<file path="config.mk">
export PLATFORM = sky130hd
export DESIGN_NAME = tmr_vote_scrub
export DESIGN_NICKNAME = d
export VERILOG_FILES = /design/src/rtl/tmr_vote_pkg.sv /design/src/rtl/tmr_majority.sv /design/src/rtl/tmr_vote_scrub.sv
export SDC_FILE = /design/constraint.sdc
export NUM_CORES = 1
export LEC_CHECK = 0
export ABC_AREA = 1
export BUFFER_PORTS_ARGS = -buffer_cell sky130_fd_sc_hd__buf_2
export CORE_MARGIN = 1
export CORE_UTILIZATION = 50
export DETAILED_ROUTE_END_ITERATION = 8
export GPL_TIMING_DRIVEN = 0
export PLACE_DENSITY_LB_ADDON = 0.1
export SYNTH_ARGS = -nofsm -noshare
export SYNTH_HDL_FRONTEND = slang
export SYNTH_SLANG_ARGS = --single-unit
export TNS_END_PERCENT = 1
</file>
<file path="constraint.sdc">
create_clock -name clk -period 2.1 [get_ports clk]
set_input_delay 0.315 -clock clk [delete_from_list [all_inputs] [get_ports clk]]
set_output_delay 0.315 -clock clk [all_outputs]
set_load 0.1 [all_outputs]
</file>
<file path="src/rtl/tmr_vote_pkg.sv">
// Shared types and constants for the TMR voter/scrubber.
package tmr_vote_pkg;

  localparam int unsigned ERR_CNT_W = 8;

  typedef enum logic [0:0] {
    IDLE,
    SCRUB
  } tmr_state_e;

endpackage

</file>
<file path="src/rtl/tmr_majority.sv">
// Combinational bitwise 2-of-3 voter with per-copy mismatch mask and
// no-majority detection.
module tmr_majority #(
  parameter int unsigned WIDTH = 4
) (
  input  logic [WIDTH-1:0] a_i,
  input  logic [WIDTH-1:0] b_i,
  input  logic [WIDTH-1:0] c_i,
  output logic [WIDTH-1:0] maj_o,
  output logic [2:0]       mism_o,
  output logic             multi_o
);

  always_comb begin
    maj_o     = (a_i & b_i) | (a_i & c_i) | (b_i & c_i);
    mism_o[0] = (a_i != maj_o);
    mism_o[1] = (b_i != maj_o);
    mism_o[2] = (c_i != maj_o);
    // Whole-word agreement of any pair means the word has a true majority.
    multi_o   = (a_i != b_i) && (a_i != c_i) && (b_i != c_i);
  end

endmodule

</file>
<file path="src/rtl/tmr_vote_scrub.sv">
// TMR voter with write-back scrub handshake and optional saturating error
// counter (enabled by macro TMR_ERR_CNT_EN).
module tmr_vote_scrub
  import tmr_vote_pkg::*;
#(
  parameter int unsigned     WIDTH = 4,
  parameter logic [WIDTH-1:0] INIT = '0
) (
  input  logic                 clk,
  input  logic                 rst,
  input  logic [WIDTH-1:0]     data_a,
  input  logic [WIDTH-1:0]     data_b,
  input  logic [WIDTH-1:0]     data_c,
  input  logic                 in_valid,
  output logic                 in_ready,
  output logic [WIDTH-1:0]     out,
  output logic                 out_valid,
  output logic [2:0]           err_lane,
  output logic                 multi_err,
  output logic                 fix_req,
  output logic [WIDTH-1:0]     fix_data,
  output logic [2:0]           fix_lane,
  input  logic                 fix_ack,
  output logic [ERR_CNT_W-1:0] err_cnt
);

  logic [WIDTH-1:0] maj;
  logic [2:0]       mism;
  logic             multi;
  logic             accept;
  logic             scrub_start;

  tmr_state_e state_q, state_d;

  logic [WIDTH-1:0] out_q, fix_data_q;
  logic [2:0]       err_lane_q, fix_lane_q;
  logic             out_valid_q, multi_err_q;

  tmr_majority #(
    .WIDTH (WIDTH)
  ) u_majority (
    .a_i     (data_a),
    .b_i     (data_b),
    .c_i     (data_c),
    .maj_o   (maj),
    .mism_o  (mism),
    .multi_o (multi)
  );

  assign in_ready = (state_q == IDLE);
  assign accept   = in_valid && in_ready;

  always_comb begin
    state_d     = state_q;
    scrub_start = 1'b0;
    unique case (state_q)
      IDLE: begin
        if (accept && (|mism) && !multi) begin
          state_d     = SCRUB;
          scrub_start = 1'b1;
        end
      end
      SCRUB: begin
        if (fix_ack) state_d = IDLE;
      end
      default: state_d = IDLE;
    endcase
  end

  always_ff @(posedge clk) begin
    if (rst) begin
      state_q     <= IDLE;
      out_q       <= INIT;
      fix_data_q  <= INIT;
      out_valid_q <= 1'b0;
      err_lane_q  <= '0;
      multi_err_q <= 1'b0;
      fix_lane_q  <= '0;
    end else begin
      state_q     <= state_d;
      out_valid_q <= accept;
      if (accept) begin
        out_q       <= maj;
        err_lane_q  <= mism;
        multi_err_q <= multi;
      end
      // Write-back target is latched once and held for the whole handshake.
      if (scrub_start) begin
        fix_data_q <= maj;
        fix_lane_q <= mism;
      end
    end
  end

  assign out       = out_q;
  assign out_valid = out_valid_q;
  assign err_lane  = err_lane_q;
  assign multi_err = multi_err_q;
  assign fix_req   = (state_q == SCRUB);
  assign fix_data  = fix_data_q;
  assign fix_lane  = fix_lane_q;

`ifdef TMR_ERR_CNT_EN
  logic [ERR_CNT_W-1:0] err_cnt_q;

  always_ff @(posedge clk) begin
    if (rst) begin
      err_cnt_q <= '0;
    end else if (accept && (|mism) && (err_cnt_q != '1)) begin
      err_cnt_q <= err_cnt_q + ERR_CNT_W'(1);
    end
  end

  assign err_cnt = err_cnt_q;
`else
  assign err_cnt = '0;
`endif

endmodule

</file>
==> out/results.ini <==
[critical_path]
critPathCaptureType = flop
crit_type = input port to flop
rr_worst_depth = 9
start_kind = input port
crit_start = data_a[2]
crit_required_ps = 2290
cpMaxStageDelayCell = ha_1
crit_chain = buf_2, ha_1, nor2_4, nand3b_1, nand2_1, nand2_1, nor2_2, nand3_4, nand2_2, inv_2, nor2_2, nor2_1
reg2reg_to = fix_lane[0]
cp-endpoint = fix_lane[0]
reg2reg_from = fix_req
max_stage_delay_ps = 230
critical_path_peak_fanout = 6
arrival_ps = 1680
rrSetupSlack_ps = 840

[pwr]
p_sw_share_pct = 49.3
leakage_nw = 0.846
p_switching_mw = 0.515
p_comb_share_pct = 49.0
power.internal_mw = 0.529
clkPwrFrac_pct = 16.1
pwr-share-seq_pct = 34.8
power_density_nw_per_um2 = 701
ir_worst_vdd_v = 0.000603

[final_layout]
final_layout_size_suffix_gt1_share_pct = 34.1
nets = 252
mostFrequentLayoutCell = nand2_1
multiInputGateArea_um2 = 743
mostFrequentLayoutCells = nand2_1 (43), buf_2 (33), inv_1 (16), dfxtp_1 (16), nor2_1 (13)
num-fill-cells = 223
regArea_um2 = 342
syn2layout_area_growth_pct = 20.5
antenna_cells = 0

[synth]
synth_xor_area_share_pct = 0
synthCells = 179
yosys.area_share.simple_pct = 38.0
synthMuxAreaShare_pct = 0
syn_area_um2 = 1240
synth_cell_types = 22
yosys.area_share.adder_pct = 12.1
ys_ff_latch = 17
synth_compound_area_share_pct = 7.48
synth_seq_area_share_pct = 27.5
synth_top_family_by_area = simple AND/OR/NAND/NOR gates
avgSynthCellArea_um2 = 6.91
yosysWarningCount = 0

[clocking]
cts_buffers = 3
cts_setup_buffers = 0
clock_sink_count = 17
htreeDepth = 1
cts_tree = yes
cts-hold-fix-buffers = 0
cts.root.buffer_cell = clkbuf_4
clk_latency_ps = 290
clockBufferDepth = 2
clk_pin_slew_worst_paths_ps = 90
cts-resized-gates = 0

[routing]
drt_wl_total_um = 2450
vias = 1181
drtIter0Drc = 24
via_per_inst = 4.71
post-route-drc-count = 0
drt-pass1-iter-count = 4
ant_nets = 0
routedWlPerCell_um = 9.77

[timing]
holdWs_ps = 221
finClkSkew_ps = 6.31
setup_slack_ps = 603
max_freq_ghz = 0.668
finalSetupTns_ps = 0
setup_viol = 0
rsz0062_at_grt = false
fin_crit_sh_pct = 71.3
hold_viol = 0
finalCriticalPeriod_ps = 1500
drv_slew = 0

[grt]
antenna_found_initial = 0
grt_max_degree = 11
grt_pass1_vias = 1057
grt_pass1_wl_um = 4200
grt_overflow = 0
track_usage_pct = 20.8

[place]
gp_congestion = 0.828
hpwlAfterDp_um = 2110
io_buffers = 33
place_ws_ps = 295

[run_status]
outcome = complete, no violations

[die]
die_x_um = 51.8
die_h_um = 51.8
start_util_pct = 54.4
num_rows = 17
ioPinCount = 42
dieArea_um2 = 2680
core_um2 = 2280

[run]
drv_cap = 0

[min_path]
min_path_type = input port to flop

## logic make-up (layout without fill, tap and decap cells)
family,count (synthesis),count (layout)
adder cells (fa/ha/maj),12,12
flip-flops,17,17
AND/OR/NAND/NOR,92,92
AO/OA/AOI/OAI,17,17
buffers and inverters,40,77
other,1,8
## cell type report
type | instances | area share (%)
multi-input combinational | 129 | 49.8
sequential | 17 | 22.9
timing repair buffer | 33 | 11.1
inverter | 30 | 7.55
buffer | 10 | 4.53
tap | 28 | 2.35
clock buffer | 4 | 1.76
## worst min-delay path by stage
| stage | startpoint | end | slack, ps | cells past startpoint |
|---|---|---|---|---|
| floorplan | rst | fix_req | 380 | 1 |
| global placement | fix_lane[2] | fix_lane[2] | 440 | 2 |
| detailed placement | fix_lane[1] | fix_lane[1] | 460 | 2 |
| CTS | rst | fix_req | 220 | 2 |
| global route | rst | fix_req | 210 | 2 |
| finish | rst | fix_req | 220 | 2 |
## per-layer routing
layer  up-vias  routed length [um]  track usage [%]  part of all wire (%)
li1        640                   -                -                     -
met1       507                1150             25.4                    47
met2        32                1150             35.7                    47
met3         2                 137             4.97                   5.6
met4         0                  10             6.31                  0.41
met5         -                   0                0                     0
## metrics by stage
step	instances	cell area (um2)	utilization [%]	power, mW
floorplan	186	1260	-	0.801
global placement	247	1470	64.4	0.876
CTS	251	1490	65.5	1.06
detailed placement	247	1470	64.4	0.885
global route	251	1490	65.5	1.11
finish	251	1490	65.5	1.04
## worst max-delay path, delay by kind of cell
family,cells,cell delay (ps)
buffers and inverters,2,210
and+or+nand+nor,9,950
adders and majority gates,1,230
## flip-flops by register name, summed over array words and instances (netlist names)
register	cells
err_lane	3
out	4
fix_req	1
multi_err	1
fix_lane	3
fix_data	4
out_valid	1
## power groups by stage
stage	combinational [mW]	clock (mW)	sequential (mW)
detailed placement	0.513	0	0.371
global placement	0.506	0	0.370
CTS	0.515	0.177	0.364
global route	0.547	0.192	0.367
finish	0.512	0.169	0.364
floorplan	0.229	0	0.572
## synth_stat cells
| master | number | area share (%) |
|---|---|---|
| a21oi_1 | 6 | 2.4 |
| buf_4 | 8 | 4.9 |
| clkbuf_1 | 2 | 0.61 |
| clkinv_1 | 2 | 0.61 |
| conb_1 | 1 | 0.30 |
| dfxtp_1 | 17 | 28 |
| ha_1 | 12 | 12 |
| inv_1 | 16 | 4.9 |
| inv_2 | 12 | 3.6 |
| nand2_1 | 43 | 13 |
| nand2_2 | 5 | 2.5 |
| nand3_1 | 7 | 2.8 |
| nand3_2 | 2 | 1.6 |
| nand3_4 | 1 | 1.4 |
| nand3b_1 | 4 | 2.4 |
| nand4_1 | 5 | 2.5 |
| nor2_1 | 13 | 3.9 |
| nor2_2 | 7 | 3.5 |
| nor2_4 | 4 | 3.6 |
| nor4_1 | 1 | 0.51 |
| o211ai_1 | 3 | 1.8 |
| o21ai_0 | 8 | 3.2 |
(Power assumes the default switching activity.)
